[config.mk]
export PLATFORM = sky130hd
export DESIGN_NAME = operand_fetch_stage
export DESIGN_NICKNAME = d
export VERILOG_FILES = /design/src/rtl/riscv_pkg.sv /design/src/rtl/load_use_hazard.sv /design/src/rtl/operand_fetch_stage.sv
export SDC_FILE = /design/constraint.sdc
export NUM_CORES = 1
export LEC_CHECK = 0
export BUFFER_PORTS_ARGS = -buffer_cell sky130_fd_sc_hd__buf_4
export CORE_AREA = 2 2 135 137
export DETAILED_ROUTE_END_ITERATION = 8
export DIE_AREA = 0 0 137 139
export PLACE_DENSITY = 0.72
export SLEW_MARGIN = 15
export SYNTH_ARGS = -nofsm -noshare
export SYNTH_HDL_FRONTEND = slang
export SYNTH_SLANG_ARGS = --single-unit
[constraint.sdc]
create_clock -name clk -period 5.7 [get_ports clk]
set_input_delay 0.855 -clock clk [delete_from_list [all_inputs] [get_ports clk]]
set_output_delay 0.855 -clock clk [all_outputs]
set_load 0.03 [all_outputs]
[src/rtl/riscv_pkg.sv]
// rtl/riscv_pkg.sv - shared core widths, x0 constant and ID/EX control field layout
package riscv_pkg;

    localparam int XLEN    = 32;
    localparam int RADDR_W = 5;
    localparam int CTRL_W  = 2;

    localparam logic [RADDR_W-1:0] REG_X0 = '0;

    typedef struct packed {
        logic regwrite;
        logic memread;
    } ex_ctrl_t;

endpackage

[src/rtl/load_use_hazard.sv]
// rtl/load_use_hazard.sv - combinational load-use detector between the ID instruction and the EX load
module load_use_hazard
    import riscv_pkg::*;
#(
    parameter int RADDR_W = riscv_pkg::RADDR_W
) (
    input  logic               id_valid,
    input  logic [RADDR_W-1:0] id_rs1_addr,
    input  logic [RADDR_W-1:0] id_rs2_addr,
    input  logic               id_use_rs1,
    input  logic               id_use_rs2,
    input  logic               ex_valid,
    input  logic               ex_memread,
    input  logic [RADDR_W-1:0] ex_rd_addr,
    output logic               hazard
);

    logic ex_load_live;
    logic rs1_dep;
    logic rs2_dep;

    // A load into x0 produces nothing a consumer can depend on.
    assign ex_load_live = ex_valid && ex_memread && (ex_rd_addr != REG_X0);
    assign rs1_dep      = id_use_rs1 && (id_rs1_addr == ex_rd_addr);
    assign rs2_dep      = id_use_rs2 && (id_rs2_addr == ex_rd_addr);
    assign hazard       = id_valid && ex_load_live && (rs1_dep || rs2_dep);

endmodule

[src/rtl/operand_fetch_stage.sv]
// rtl/operand_fetch_stage.sv - operand fetch with WB bypass, load-use bubbles and ID/EX register; OPFETCH_STALL_CNT_EN adds stall_cnt
module operand_fetch_stage
    import riscv_pkg::*;
#(
    parameter int XLEN    = riscv_pkg::XLEN,
    parameter int RADDR_W = riscv_pkg::RADDR_W,
    parameter int CNT_W   = 32
) (
    input  logic               clk,
    input  logic               rst,
    input  logic               id_valid,
    output logic               id_ready,
    input  logic [XLEN-1:0]    id_pc,
    input  logic [XLEN-1:0]    id_imm,
    input  logic [RADDR_W-1:0] id_rs1_addr,
    input  logic [RADDR_W-1:0] id_rs2_addr,
    input  logic               id_use_rs1,
    input  logic               id_use_rs2,
    input  logic [RADDR_W-1:0] id_rd_addr,
    input  logic               id_regwrite,
    input  logic               id_memread,
    output logic [RADDR_W-1:0] rf_rs1_addr,
    output logic [RADDR_W-1:0] rf_rs2_addr,
    input  logic [XLEN-1:0]    rf_rs1,
    input  logic [XLEN-1:0]    rf_rs2,
    input  logic               wb_regwrite,
    input  logic [RADDR_W-1:0] wb_rd,
    input  logic [XLEN-1:0]    wb_data,
    input  logic               flush,
    output logic               ex_valid,
    input  logic               ex_ready,
    output logic [XLEN-1:0]    ex_pc,
    output logic [XLEN-1:0]    ex_imm,
    output logic [XLEN-1:0]    ex_rs1_val,
    output logic [XLEN-1:0]    ex_rs2_val,
    output logic [RADDR_W-1:0] ex_rs1_addr,
    output logic [RADDR_W-1:0] ex_rs2_addr,
    output logic [RADDR_W-1:0] ex_rd_addr,
    output logic               ex_regwrite,
    output logic               ex_memread
`ifdef OPFETCH_STALL_CNT_EN
    ,
    output logic [CNT_W-1:0]   stall_cnt
`endif
);

    logic            hazard;
    logic            advance;
    logic            wb_live;
    logic            wb_hit1;
    logic            wb_hit2;
    logic            refresh1;
    logic            refresh2;
    logic [XLEN-1:0] op1;
    logic [XLEN-1:0] op2;
    ex_ctrl_t        ctrl_q;

    assign rf_rs1_addr = id_rs1_addr;
    assign rf_rs2_addr = id_rs2_addr;

    load_use_hazard #(
        .RADDR_W (RADDR_W)
    ) u_hazard (
        .id_valid    (id_valid),
        .id_rs1_addr (id_rs1_addr),
        .id_rs2_addr (id_rs2_addr),
        .id_use_rs1  (id_use_rs1),
        .id_use_rs2  (id_use_rs2),
        .ex_valid    (ex_valid),
        .ex_memread  (ctrl_q.memread),
        .ex_rd_addr  (ex_rd_addr),
        .hazard      (hazard)
    );

    // The register file writes at the same edge we sample, so its read data is stale on a match.
    assign wb_live  = wb_regwrite && (wb_rd != REG_X0);
    assign wb_hit1  = wb_live && (wb_rd == id_rs1_addr);
    assign wb_hit2  = wb_live && (wb_rd == id_rs2_addr);
    assign op1      = wb_hit1 ? wb_data : rf_rs1;
    assign op2      = wb_hit2 ? wb_data : rf_rs2;

    // Held operands would miss a write-back that lands while EX is stalled.
    assign refresh1 = wb_live && (wb_rd == ex_rs1_addr);
    assign refresh2 = wb_live && (wb_rd == ex_rs2_addr);

    assign advance  = !ex_valid || ex_ready;
    assign id_ready = flush || (advance && !hazard);

    assign ex_regwrite = ctrl_q.regwrite;
    assign ex_memread  = ctrl_q.memread;

    always_ff @(posedge clk or negedge rst) begin
        if (!rst) begin
            ex_valid    <= 1'b0;
            ex_pc       <= '0;
            ex_imm      <= '0;
            ex_rs1_val  <= '0;
            ex_rs2_val  <= '0;
            ex_rs1_addr <= '0;
            ex_rs2_addr <= '0;
            ex_rd_addr  <= '0;
            ctrl_q      <= '0;
        end else if (flush) begin
            ex_valid <= 1'b0;
        end else if (advance && hazard) begin
            ex_valid <= 1'b0;
        end else if (advance) begin
            ex_valid        <= id_valid;
            ex_pc           <= id_pc;
            ex_imm          <= id_imm;
            ex_rs1_val      <= op1;
            ex_rs2_val      <= op2;
            ex_rs1_addr     <= id_rs1_addr;
            ex_rs2_addr     <= id_rs2_addr;
            ex_rd_addr      <= id_rd_addr;
            ctrl_q.regwrite <= id_regwrite;
            ctrl_q.memread  <= id_memread;
        end else begin
            if (refresh1) begin
                ex_rs1_val <= wb_data;
            end
            if (refresh2) begin
                ex_rs2_val <= wb_data;
            end
        end
    end

`ifdef OPFETCH_STALL_CNT_EN
    logic stall_event;

    assign stall_event = hazard && advance && !flush;

    always_ff @(posedge clk or negedge rst) begin
        if (!rst) begin
            stall_cnt <= '0;
        end else if (stall_event && (stall_cnt != {CNT_W{1'b1}})) begin
            stall_cnt <= stall_cnt + {{(CNT_W-1){1'b0}}, 1'b1};
        end
    end
`endif

endmodule

======== Word-level counts from Yosys, hierarchy flattened ========
Cells that the tools add are included.
operators by class
  eq/ne operators ......................... 6
  multiplexer cells ....................... 9
  bitwise logic cells ..................... 2
  reduce and logical (&&, ||, !) cells .... 26
operator list
  operator           number
  $mux 32            6
  $eq 5x5->1         6
  $logic_and 1x1->1  13
  $reduce_bool 5->1  2
  $reduce_and 3->1   3
  $reduce_bool 2->1  2
  $logic_or 1x1->1   3
  $mux 1             3
  $reduce_bool 3->1  1
  $logic_not 1->1    2
  $not 1->1          2
storage, ports and cells
  register bits after elaboration ......... 146
  input port bits ......................... 190
  output and inout bits ................... 157
  logic and storage cells ................. 53

======== Longest topological paths before layout ========
Gate-level depths: netlist of run 1.
  word-level depth ........................ 7
  gate-level depth with buffers ........... 7
  depth with buffers taken out ............ 5

======== Modules after synthesis ========
Synthesis of run 1 repeated with hierarchy kept, for this count alone.
unflattened totals
  cell total of the unflattened synthesis .. 669
  area total of the unflattened synthesis .. 6516.2 µm²
by module, submodules not included
  module               instances  cells each  area an instance (µm²)  sequential area each (µm²)
  operand_fetch_stage  1          652         6384.9                  3653.5
  load_use_hazard      1          17          131.4                   0.0

======== Least setup slack after synthesis of run 1 ========
OpenSTA, ideal clock, no wires.
  path type ............................... input to register
  start point ............................. input port wb_rd[4]
  end point ............................... register ex_rs1_val[10]
  setup time .............................. 0.125 ns
  data arrival time ....................... 2.547 ns
  data required time ...................... 5.575 ns
  slack ................................... 3.028 ns
  stages on the path ...................... 7
  path buffers ............................ 2
  cell sequence ........................... buf_2 or4_4 o21ai_4 o31ai_4 buf_6 mux2_4 mux2_4
between the ends
  cells in the longest elaborated chain, start to end .. 5
  elaborated cells on any way between the ends .. 10
  those cells by class .................... eq/ne: 2; mux: 2; reduce/logical: 6
RTL lines
  element                                                        RTL line                                              RTL
  start, declared                                                operand_fetch_stage.sv:27                             input logic [RADDR_W-1:0] wb_rd,
  $reduce_bool 5->1                                              operand_fetch_stage.sv:76                             assign wb_live = wb_regwrite && (wb_rd != REG_X0);
  $logic_and 1x1->1                                              operand_fetch_stage.sv:76
  $logic_and 1x1->1 (on tied branches)                           operand_fetch_stage.sv:83, operand_fetch_stage.sv:77
  $reduce_bool 2->1 (no source line) or $mux 32 (tied branches)  n/a
  $reduce_and 3->1 (no source line) or $mux 32 (tied branches)   n/a
  end signal, assigned                                           operand_fetch_stage.sv:111                            ex_rs1_val <= op1;
  end signal, assigned                                           operand_fetch_stage.sv:120                            ex_rs1_val <= wb_data;
  end, declared                                                  operand_fetch_stage.sv:34                             output logic [XLEN-1:0] ex_rs1_val,
Parallel ways exist; a longest one is shown, timed or not.
A chain may end at the register's enable or synchronous reset.

======== Worst setup path in the final report of run 1 ========
  start point ............................. input port id_rs1_addr[3]
  end point ............................... output port id_ready
between the ends
  cells in the longest elaborated chain, start to end .. 7
RTL lines
  element            RTL line                   RTL
  start, declared    operand_fetch_stage.sv:15  input logic [RADDR_W-1:0] id_rs1_addr,
  $eq 5x5->1         load_use_hazard.sv:24      assign rs1_dep = id_use_rs1 && (id_rs1_addr == ex_rd_addr);
  $logic_and 1x1->1  load_use_hazard.sv:24
  $logic_or 1x1->1   load_use_hazard.sv:26      assign hazard = id_valid && ex_load_live && (rs1_dep || rs2_dep);
  $logic_and 1x1->1  load_use_hazard.sv:26
  $logic_not 1->1    operand_fetch_stage.sv:87  assign id_ready = flush || (advance && !hazard);
  $logic_and 1x1->1  operand_fetch_stage.sv:87
  $logic_or 1x1->1   operand_fetch_stage.sv:87
  end, declared      operand_fetch_stage.sv:12  output logic id_ready,
No other way between the ends.

==> results of run 1 <==
==> worst min-delay path by stage <==
stage | from | end | slack [ns] | depth (start not counted)
CTS | rst | ex_rs2_val[13]$_DFFE_PN0P_ | 0.48 | 1
global placement | ex_pc[13]$_DFFE_PN0P_ | ex_pc[13]$_DFFE_PN0P_ | 0.49 | 1
global route | rst | ex_rs2_val[13]$_DFFE_PN0P_ | 0.50 | 1
floorplan | rst | ex_imm[0]$_DFFE_PN0P_ | 0.56 | 0
detailed placement | ex_rs2_val[6]$_DFFE_PN0P_ | ex_rs2_val[6]$_DFFE_PN0P_ | 0.49 | 1
finish | rst | ex_rs2_val[13]$_DFFE_PN0P_ | 0.46 | 1
==> layer usage <==
metal / GRT usage [%] / vias to the layer above / wire length [um]
met3: 8.19 / 21 / 2070
li1: - / 2286 / -
met2: 34.3 / 261 / 9730
met4: 6.57 / 0 / 323
met5: 0 / - / 0
met1: 24.3 / 2416 / 7550
==> synthesized netlist by cell type (all sizes together), types with 2 or more instances <==
cell type	n	share of area, %
nand4	2	0.17
o31ai	2	0.59
mux2	209	39
xor2	4	0.48
or4	3	0.36
nor2	2	0.10
dfrtp	146	51
nand3	7	0.48
buf	35	3.6
xnor2	26	3.1
nand2	4	0.21
a21oi	3	0.21
==> registers in the layout, indices dropped and copies added (netlist names) <==
register,cells
ex_imm,32
ex_rs2_addr,5
ex_pc,32
ex_rs1_val,32
ex_valid,1
ex_rs1_addr,5
ex_memread,1
ex_rs2_val,32
ex_rd_addr,5
ex_regwrite,1
==> through the flow <==
step / util [%] / area (sq um) / hold slack [ns] / std cells / power [mW]
floorplan: - / 7230 / 0.559 / 456 / 1.93
global placement: 56.2 / 9920 / 0.491 / 1001 / 2.36
detailed placement: 56.2 / 9920 / 0.493 / 1001 / 2.38
CTS: 59.2 / 10500 / 0.476 / 1033 / 3.43
global route: 59.2 / 10500 / 0.503 / 1033 / 3.54
finish: 59.2 / 10500 / 0.464 / 1033 / 3.38
==> cells by family (layout without fill, tap and decap cells) <==
| logic type | Yosys count | after routing | share of synthesized area, % |
|---|---|---|---|
| AOI/OAI and AO/OA | 11 | 11 | 1.59 |
| xor gates and xnor gates | 30 | 30 | 3.63 |
| buffers and inverters | 37 | 385 | 3.69 |
| DFF | 146 | 146 | 50.5 |
| muxes | 209 | 209 | 38.8 |
| and+or+nand+nor | 23 | 23 | 1.78 |
==> cell type report <==
class / count / area (sq um) / share of cell area (%)
sequential: 146 / 3650 / 34.9
timing repair buffer: 352 / 2650 / 25.3
clock inverter: 12 / 101 / 0.969
multi-input combinational: 273 / 3330 / 31.9
clock buffer: 20 / 437 / 4.17
inverter: 1 / 3.75 / 0.0359
tap: 229 / 287 / 2.74
==> report_power, final <==
part / total [mW] / internal (mW) / leakage [nW] / switching [mW]
clock: 1.02 / 0.566 / 0.246 / 0.456
combinational: 1.08 / 0.520 / 3.14 / 0.557
sequential: 1.28 / 1.18 / 1.71 / 0.0983
total: 3.38 / 2.27 / 5.09 / 1.11
==> results.txt, run 1 <==
DRT iter0 DRCs - 144
Delay of the slowest critical-path stage - 0.36 ns
Root Driver - clkbuf_16
Gr ovfl total - 0
# hold bufs at CTS - 0
Pins Over Slew Limit - 0
Gr usage total - 20.6%
Fillers - 1,409
Drt via density - 4.82
Crit path arrival time - 2.23 ns
Clk_lat worst skew - 0.41 ns
Worst r2r src - ex_valid$_DFFE_PN0P_
Initial antenna violation count - 0
Inserted Clock Buffers - 17
Tmin final - 3.09 ns
Setup WS post-layout - 2.61 ns
HP Class - primary input to async pin
Worst Setup SP - id_rs1_addr[3]
CTS resizes - 0
Clock slew at the register clock pins of the worst setup and hold paths - 0.06 ns
Sequential area share after synthesis - 50.5%
Final worst clock skew - 0.00899 ns
Nets - 981
Setup TNS - 0 ns
Gp weighted congestion - 0.911
Die width - 137 um
P per Cell Area - 323 nW/um^2
Synthesis Warnings - 0
RSZ-0062 raised after global routing - false
R2R cell count - 6
Cell variety after synth - 29
Startpoint Class - primary input
Routed WL - 19,700 um
CTS Sinks - 146
FF+latch count, synth - 146
First-pass GRT wire length - 30,000 um
Cell Rows - 49
Leakage - 5.09 nW
Fmax - 324 MHz
CTS tree - built
FFs w/ async S/R, synth - 100%
Core Area - 17,700 sq um
WP data required - 4.85 ns
Crit path buffers/inverters - 2
Status - finished, final reports clean
Drt pass-1 iters - 4
Number of global-route vias before repair - 5,449
Post-CTS Setup Bufs - 0
Reg-to-reg setup timing slack - 3.09 ns
Area of the mapped netlist - 7230 sq um
Largest net degree at the start of global routing - 80
Worst Tran Pin Value - 0.959 ns
CP Class - primary input to output pin
Worst-path cell chain - buf_4 -> xnor2_1 -> nand4_1 -> o22ai_1 -> a21oi_1 -> or2_2 -> buf_4
Number of cells on the critical path - 7
Port Buffer Count - 346
P&R area growth vs syn - 44.7%
Crit path max fanout - 4
Commonest non-fill, non-tap cell in the layout - buf_4
Setup crit end kind - output pin
Max_cap viols - 0
Die Y - 139 um
Final ANT Viol Nets - 0
Layout cells sized above 1 - 74.6%
Cell with the largest stage delay on the worst path - o22ai_1
Syn nets - 646
Primary FF master, synth - dfrtp_1
End point of the critical path - id_ready
Fin crit share - 54.2%
Diode count - 0
Place WS - 2.58 ns
Worst slew margin - 36.0%
I/O pins - 347
Worst VDD drop - 0.201 mV
Clock Path Buffers - 2
Mean post-synth cell area - 15.9 sq um
Total number of vias - 4,984
Post-DP HPWL - 14,700 um
Initial core utilization - 41.0%
Post-synth EDFFs - 0
Most common cell on crit path - buf_4
Final hold vios - 0
Avg WL per Cell - 19.1 um
Final Setup Violations - 0
Syn Inst Count - 456
RR Endpoint - ex_rs1_val[0]$_DFFE_PN0P_
Die area - 19,000 sq um
H-tree level count - 4
Top delay family on crit path - compound AO/OA/AOI/OAI gates
Residual DRC - 0
Most frequent cells in the layout - buf_4 (351), dfrtp_1 (146), mux2_4 (120)
Power figures use the tool's default switching activity.
==> inputs of run 2 (changes only) <==
==> constraint.sdc (replaced) <==
create_clock -name clk -period 3.2 [get_ports clk]
set_input_delay 0.48 -clock clk [delete_from_list [all_inputs] [get_ports clk]]
set_output_delay 0.48 -clock clk [all_outputs]
set_load 0.03 [all_outputs]
==> run 2 against run 1 <==
  * Cell count rose by 0.29%
  * Final area increased by 1.5%
  * Count of clock-buffer cells in the layout fell by 1
  * Sequential share of layout area decreased by 0.52 points
  * Core utilization rose by 0.89 points
  * Clock power up 110%
  * Combinational power up 80%
  * Critical path depth is 1 lower
  * Largest cell class unchanged
==> results.txt, run 2 (synthesis gave the netlist of run 1 again) <==
Status - finished, final reports clean
I/O pins - 347 (unchanged)
Setup TNS - 0 ns (unchanged)
Final ANT Viol Nets - 0 (unchanged)
Avg WL per Cell - 19.8 um (+4.0%)
Place WS - 0.543 ns (-2.04 ns)
P&R area growth vs syn - 46.8%
Clock Path Buffers - 2 (unchanged)
Top delay family on crit path - compound AO/OA/AOI/OAI gates
Initial core utilization - 41.0% (unchanged)
Setup WS post-layout - 0.561 ns (-2.05 ns)
HP Class - primary input to async pin
Fillers - 1,387 (-1.6%)
Post-CTS Setup Bufs - 0 (unchanged)
Final hold vios - 0 (unchanged)
Gr ovfl total - 0 (unchanged)
Leakage - 5.18 nW (+1.7%)
Design Area, Final - 10,600 sq um (+1.5%)
RSZ-0062 raised after global routing - false
Max_cap viols - 0 (unchanged)
DRT iter0 DRCs - 112 (-22%)
Worst slew margin - 53.5% (+17 points)
Layout cells sized above 1 - 75.1% (+0.47 points)
Crit path arrival time - 2.16 ns (-0.07 ns)
Fmax - 379 MHz
CP Class - flop to output pin
Placed Area - 9990 sq um (+0.73%)
Crit path buffers/inverters - 1 (-1)
Core Area - 17,700 sq um (unchanged)
P per Cell Area - 595 nW/um^2 (+84%)
Most frequent cells in the layout - buf_4 (350), dfrtp_1 (146), mux2_4 (120)
Delay of the slowest critical-path stage - 0.46 ns (+0.10 ns)
Drt pass-1 iters - 4 (unchanged)
Final Util - 60.1% (+0.89 points)
Final worst clock skew - 0.00742 ns (-0.00157 ns)
Gp weighted congestion - 0.935 (+2.6%)
Crit path max fanout - 5 (+1)
Die width - 137 um (unchanged)
Total number of vias - 5,057 (+1.5%)
# hold bufs at CTS - 0 (unchanged)
Port Buffer Count - 346 (unchanged)
Commonest non-fill, non-tap cell in the layout - buf_4
Cell Rows - 49 (unchanged)
Post-DP HPWL - 15,400 um (+5.0%)
Worst-path cell chain - xnor2_1 -> nand4_1 -> o22ai_1 -> a21oi_1 -> or2_2 -> buf_4
Startpoint Class - flop
H-tree level count - 4 (unchanged)
Reg-to-reg setup timing slack - 0.70 ns (-2.39 ns)
First-pass GRT wire length - 31,000 um (+3.6%)
Diode count - 0 (unchanged)
Largest net degree at the start of global routing - 70 (-13%)
Clock slew at the register clock pins of the worst setup and hold paths - 0.06 ns (about the same)
Clk_lat worst skew - 0.41 ns (about the same)
Drt via density - 4.88 (+1.2%)
Fin crit share - 82.5%
Die Y - 139 um (unchanged)
CTS tree - built
Inserted Clock Buffers - 17 (unchanged)
Pins Over Slew Limit - 0 (unchanged)
Nets - 984 (+0.31%)
Cell with the largest stage delay on the worst path - dfrtp_1
WP data required - 2.72 ns (-2.13 ns)
Die area - 19,000 sq um (unchanged)
Worst Tran Pin Value - 0.698 ns (-0.262 ns)
Root Driver - clkbuf_16
Final Setup Violations - 0 (unchanged)
Worst VDD drop - 0.362 mV (+80%)
Residual DRC - 0 (unchanged)
Tmin final - 2.64 ns
CTS resizes - 0 (unchanged)
Number of global-route vias before repair - 5,619 (+3.1%)
CTS Sinks - 146 (unchanged)
Initial antenna violation count - 0 (unchanged)
Gr usage total - 21.2% (+0.56 points)
Routed WL - 20,500 um (+4.3%)
Setup crit end kind - output pin
run 2: changes by cell type in the layout (fill, tap and decap cells not counted):
cell        previous run  this run
buf_12                 0         4
clkbuf_1               3         0
clkinv_2               0         1
clkinvlp_4             5         3
bufinv_16              0         3
buf_4                351       350
inv_8                  1         0
clkinv_4               2         1
clkbuf_8               0         2
inv_6                  4         5
run 2: layer usage:
metal	global-route usage (%)	routed length, um	vias to the layer above
met2	36.9	10500	239
met3	6.76	1860	29
met5	0	0	-
met4	7.38	388	0
li1	-	-	2289
met1	24.2	7810	2500
run 2: report_power, final:
part	switching, mW	internal (mW)
Combinational	0.999	0.937
Sequential	0.178	2.10
Clock	0.819	1.28
Total	2.00	4.32
run 2: worst paths after layout:
| check | from | endpoint | cells after the start |
|---|---|---|---|
| max | ex_rd_addr[3]$_DFFE_PN0P_ | id_ready | 6 |
| min | rst | ex_rs2_val[11]$_DFFE_PN0P_ | 1 |
| max reg2reg | ex_valid$_DFFE_PN0P_ | ex_rs1_val[31]$_DFFE_PN0P_ | 6 |
| min reg2reg | ex_pc[20]$_DFFE_PN0P_ | ex_pc[20]$_DFFE_PN0P_ | 1 |
| max in group asynchronous | rst | ex_regwrite$_DFFE_PN0P_ | 2 |
| min in group clk | flush | ex_valid$_DFFE_PN0P_ | 2 |
run 2: worst reg2reg max path: cells and delay by family, from the launching register on:
family | cells | cell delay (ns)
AOI/OAI and AO/OA | 1 | 0.17
buffers and inverters | 1 | 0.29
DFF | 1 | 0.42
muxes | 1 | 0.38
and+or+nand+nor | 3 | 1.12
run 2: metrics by stage:
step           hold slack, ns  cells  total power, mW
6_report               0.0321   1036             6.32
3_5_place_dp            0.492   1004             4.26
2_1_floorplan           0.184    456             3.44
4_1_cts                0.0413   1036             6.38
5_1_grt                0.0621   1036             6.56
3_3_place_gp            0.488   1004             4.22
run 2: cell type report:
cell class	instances	area (sq um)	share of cell area (%)
Sequential cell	146	3650	34.4
Multi-Input combinational cell	273	3330	31.4
Timing Repair Buffer	355	2720	25.6
Clock buffer	19	453	4.27
Tap cell	229	287	2.70
Clock inverter	13	170	1.60
Inverter	1	3.75	0.0354
==> inputs of run 3 (changes only) <==
--- a/config.mk
+++ b/config.mk
@@ -5,11 +5,11 @@
 export SDC_FILE = /design/constraint.sdc
 export NUM_CORES = 1
 export LEC_CHECK = 0
+export ABC_AREA = 1
 export BUFFER_PORTS_ARGS = -buffer_cell sky130_fd_sc_hd__buf_4
-export CORE_AREA = 2 2 135 137
+export CORE_UTILIZATION = 43
 export DETAILED_ROUTE_END_ITERATION = 8
-export DIE_AREA = 0 0 137 139
-export PLACE_DENSITY = 0.72
+export PLACE_DENSITY = 0.78
 export SLEW_MARGIN = 15
 export SYNTH_ARGS = -nofsm -noshare
 export SYNTH_HDL_FRONTEND = slang
==> constraint.sdc (replaced) <==
create_clock -name clk -period 2.2 [get_ports clk]
set_input_delay 0.33 -clock clk [delete_from_list [all_inputs] [get_ports clk]]
set_output_delay 0.33 -clock clk [all_outputs]
set_load 0.03 [all_outputs]
==> run 3 against run 2 <==
  * Core utilization is 4.0 points higher
  * Sequential share of layout area shrank 0.39 points
  * Flip-flop and latch count is the same
  * Register-to-register slack got worse by 0.31 ns
  * Highest routed layer unchanged
==> results.txt, run 3 <==
Status - finished, final reports clean
Setup crit end kind - output pin
Final ANT Viol Nets - 0 (unchanged)
Setup TNS - 0 ns (unchanged)
Gr ovfl total - 0 (unchanged)
Fmax - 484 MHz
Pins Over Slew Limit - 0 (unchanged)
Core Area - 16,800 sq um (-5.1%)
Delay of the slowest critical-path stage - 0.44 ns (-0.02 ns)
Synth top area cells - dfrtp_1 (49%), nand2_1 (23%), nand3_1 (8.8%)
Syn nets - 1,159 (+79%)
Initial antenna violation count - 0 (unchanged)
Crit path max fanout - 5 (unchanged)
Largest family of logic cells by synthesized area - simple AND/OR/NAND/NOR gates
CTS Sinks - 146 (unchanged)
Primary FF master, synth - dfrtp_1
Port Buffer Count - 346 (unchanged)
FF+latch count, synth - 146 (unchanged)
Fin crit share - 93.9%
Post-DP HPWL - 17,700 um (+15%)
Multiplexer area fraction after synthesis - 0% (-39 points)
Final worst clock skew - 0.00932 ns (+0.00190 ns)
Clk_lat worst skew - 0.42 ns (about the same)
Die Y - 134 um (-3.8%)
Total number of vias - 7,879 (+56%)
Routed WL - 25,000 um (+22%)
RSZ-0062 raised after global routing - false
Worst-path cell chain - xor2_1 -> nor2_1 -> nand3_1 -> nand2_2 -> nand2_4 -> nand2_1 -> nand2_1 -> buf_4
Top post-synthesis cells by count - nand2_1 (449), dfrtp_1 (146), nand3_1 (131), nand4_1 (83), buf_2 (31)
Top delay family on crit path - simple AND/OR/NAND/NOR gates
Simple-gate share of the synthesized area - 40.1% (+38 points)
Adder-cell area share of the yosys netlist - 0% (unchanged)
Area of the mapped netlist - 7460 sq um (+3.2%)
P per Cell Area - 790 nW/um^2 (+33%)
Post-synth EDFFs - 0 (unchanged)
Nets - 1,465 (+49%)
Inserted Clock Buffers - 17 (unchanged)
Synthesis Warnings - 0 (unchanged)
Cell Rows - 47 (-4.1%)
Residual DRC - 0 (unchanged)
Clock Path Buffers - 2 (unchanged)
Synth area leader - dfrtp_1
Gp weighted congestion - 0.955 (+2.2%)
Leakage - 5.99 nW (+16%)
Fillers - 1,468 (+5.8%)
H-tree level count - 4 (unchanged)
Layout cells sized above 1 - 33.2% (-42 points)
Final Setup Violations - 0 (unchanged)
Max_cap viols - 0 (unchanged)
FFs w/ async S/R, synth - 100% (unchanged)
Number of global-route vias before repair - 7,602 (+35%)
Crit path arrival time - 1.74 ns (-0.42 ns)
CTS tree - built
Final hold vios - 0 (unchanged)
Cell with the largest stage delay on the worst path - dfrtp_2
Die width - 134 um (-2.4%)
First-pass GRT wire length - 39,500 um (+27%)
Most common cell on crit path - nand2_1
Worst Tran Pin Value - 0.499 ns (-0.199 ns)
Commonest non-fill, non-tap cell in the layout - nand2_1
Most frequent cells in the layout - nand2_1 (447), buf_4 (363), dfrtp_1 (143)
Post-synthesis xor/xnor area fraction - 2.46% (-1.2 points)
Seq. cell area - 3660 sq um (+0.10%)
Mean post-synth cell area - 7.70 sq um (-51%)
Startpoint Class - flop
WP data required - 1.87 ns (-0.85 ns)
Diode count - 0 (unchanged)
CP Class - flop to output pin
Clock slew at the register clock pins of the worst setup and hold paths - 0.07 ns (about the same)
Top-count cell post-synth - nand2_1
Root Driver - clkbuf_16
I/O pins - 347 (unchanged)
P&R area growth vs syn - 44.0%
Drt pass-1 iters - 6 (+2)
Sequential area share after synthesis - 48.9% (-1.6 points)
Initial core utilization - 44.5% (+3.6 points)
Gr usage total - 28.3% (+7.1 points)
Area of the multi-input gates - 3250 sq um (-2.4%)
Crit path buffers/inverters - 1 (unchanged)
Avg WL per Cell - 16.6 um (-16%)
Syn Inst Count - 969 (+110%)
Worst slew margin - 66.8% (+13 points)
Tmin final - 2.07 ns
Cell variety after synth - 22 (-24%)
Compound-cell area share of the yosys netlist - 0.872% (-0.72 points)
Largest net degree at the start of global routing - 74 (+5.7%)
Top cell type's share of synthesized area - 48.9% (-1.6 points)
Drt via density - 5.22 (+7.0%)
HP Class - primary input to flop
DRT iter0 DRCs - 399 (+260%)
Worst VDD drop - 0.534 mV (+47%)
Die area - 17,900 sq um (-6.1%)
Hold WS - 0.153 ns (+0.121 ns)
-- run 3: stage by stage --
step                      setup slack, ns  total power, mW  std cells  utilization (%)  cell area (sq um)
final                               0.133             8.49       1508             64.1              10800
after global routing               0.0225             8.91       1508             64.1              10800
after CTS                          0.0299             8.55       1504             63.9              10700
after detailed placement            0.395             5.80       1471             60.5              10100
after global placement              0.425             5.77       1471             60.5              10100
after floorplan                     0.207             4.66        969                -               7460
-- run 3: report_power, final --
group          internal, mW  total [mW]  switching [mW]
clock                  1.52        2.72            1.20
combinational         0.990        2.52            1.53
sequential             3.02        3.25           0.227
total                  5.53        8.49            2.96
-- run 3: worst paths after layout --
kind,from,to,slack (ns),cells past startpoint
setup / recovery,ex_rd_addr[4]$_DFFE_PN0P_,id_ready,0.13,8
hold / removal,id_pc[0],ex_pc[0]$_DFFE_PN0P_,0.15,3
setup reg to reg,ex_rd_addr[0]$_DFFE_PN0P_,ex_valid$_DFFE_PN0P_,0.39,10
hold reg to reg,ex_pc[9]$_DFFE_PN0P_,ex_pc[9]$_DFFE_PN0P_,0.47,2
max in group asynchronous,rst,ex_rd_addr[2]$_DFFE_PN0P_,1.07,3
min in group asynchronous,rst,ex_rs1_val[22]$_DFFE_PN0P_,0.47,2
-- run 3: area by class of cell --
cell class / count / share of cell area, %
Tap cell: 220 / 2.56
Multi-Input combinational cell: 719 / 30.3
Clock inverter: 13 / 0.954
Sequential cell: 146 / 34.0
Clock buffer: 19 / 4.21
Timing Repair Buffer: 375 / 27.4
Inverter: 16 / 0.582
-- run 3: worst register-to-register path, delay by kind of cell (launching register included) --
family	cells	cell delay, ns
buffers and inverters	3	0.63
and+or+nand+nor	5	0.43
DFF	1	0.41
AOI/OAI and AO/OA	2	0.27
-- run 3: per-layer routing --
layer | vias to the layer above | part of all wire (%) | GRT usage [%]
met4 | 0 | 3.7 | 13.2
met2 | 410 | 48 | 44.7
met5 | - | 0 | 0
li1 | 3755 | - | -
met1 | 3633 | 39 | 36.2
met3 | 81 | 9.2 | 7.50
-- run 3: repair_timing --
item / CTS / global route
hold endpoints to repair: 44 / 0
setup buffers: 0 / 4
hold buffers: 1 / 0
setup endpoints to repair: 0 / 1
resized for setup: 0 / 6
-- run 3: logic make-up (layout without fill, tap and decap cells) --
kind of cell,after synthesis,in the layout
xor gates and xnor gates,21,21
buffers and inverters,104,423
and+or+nand+nor,690,690
DFF,146,146
AOI/OAI and AO/OA,8,8
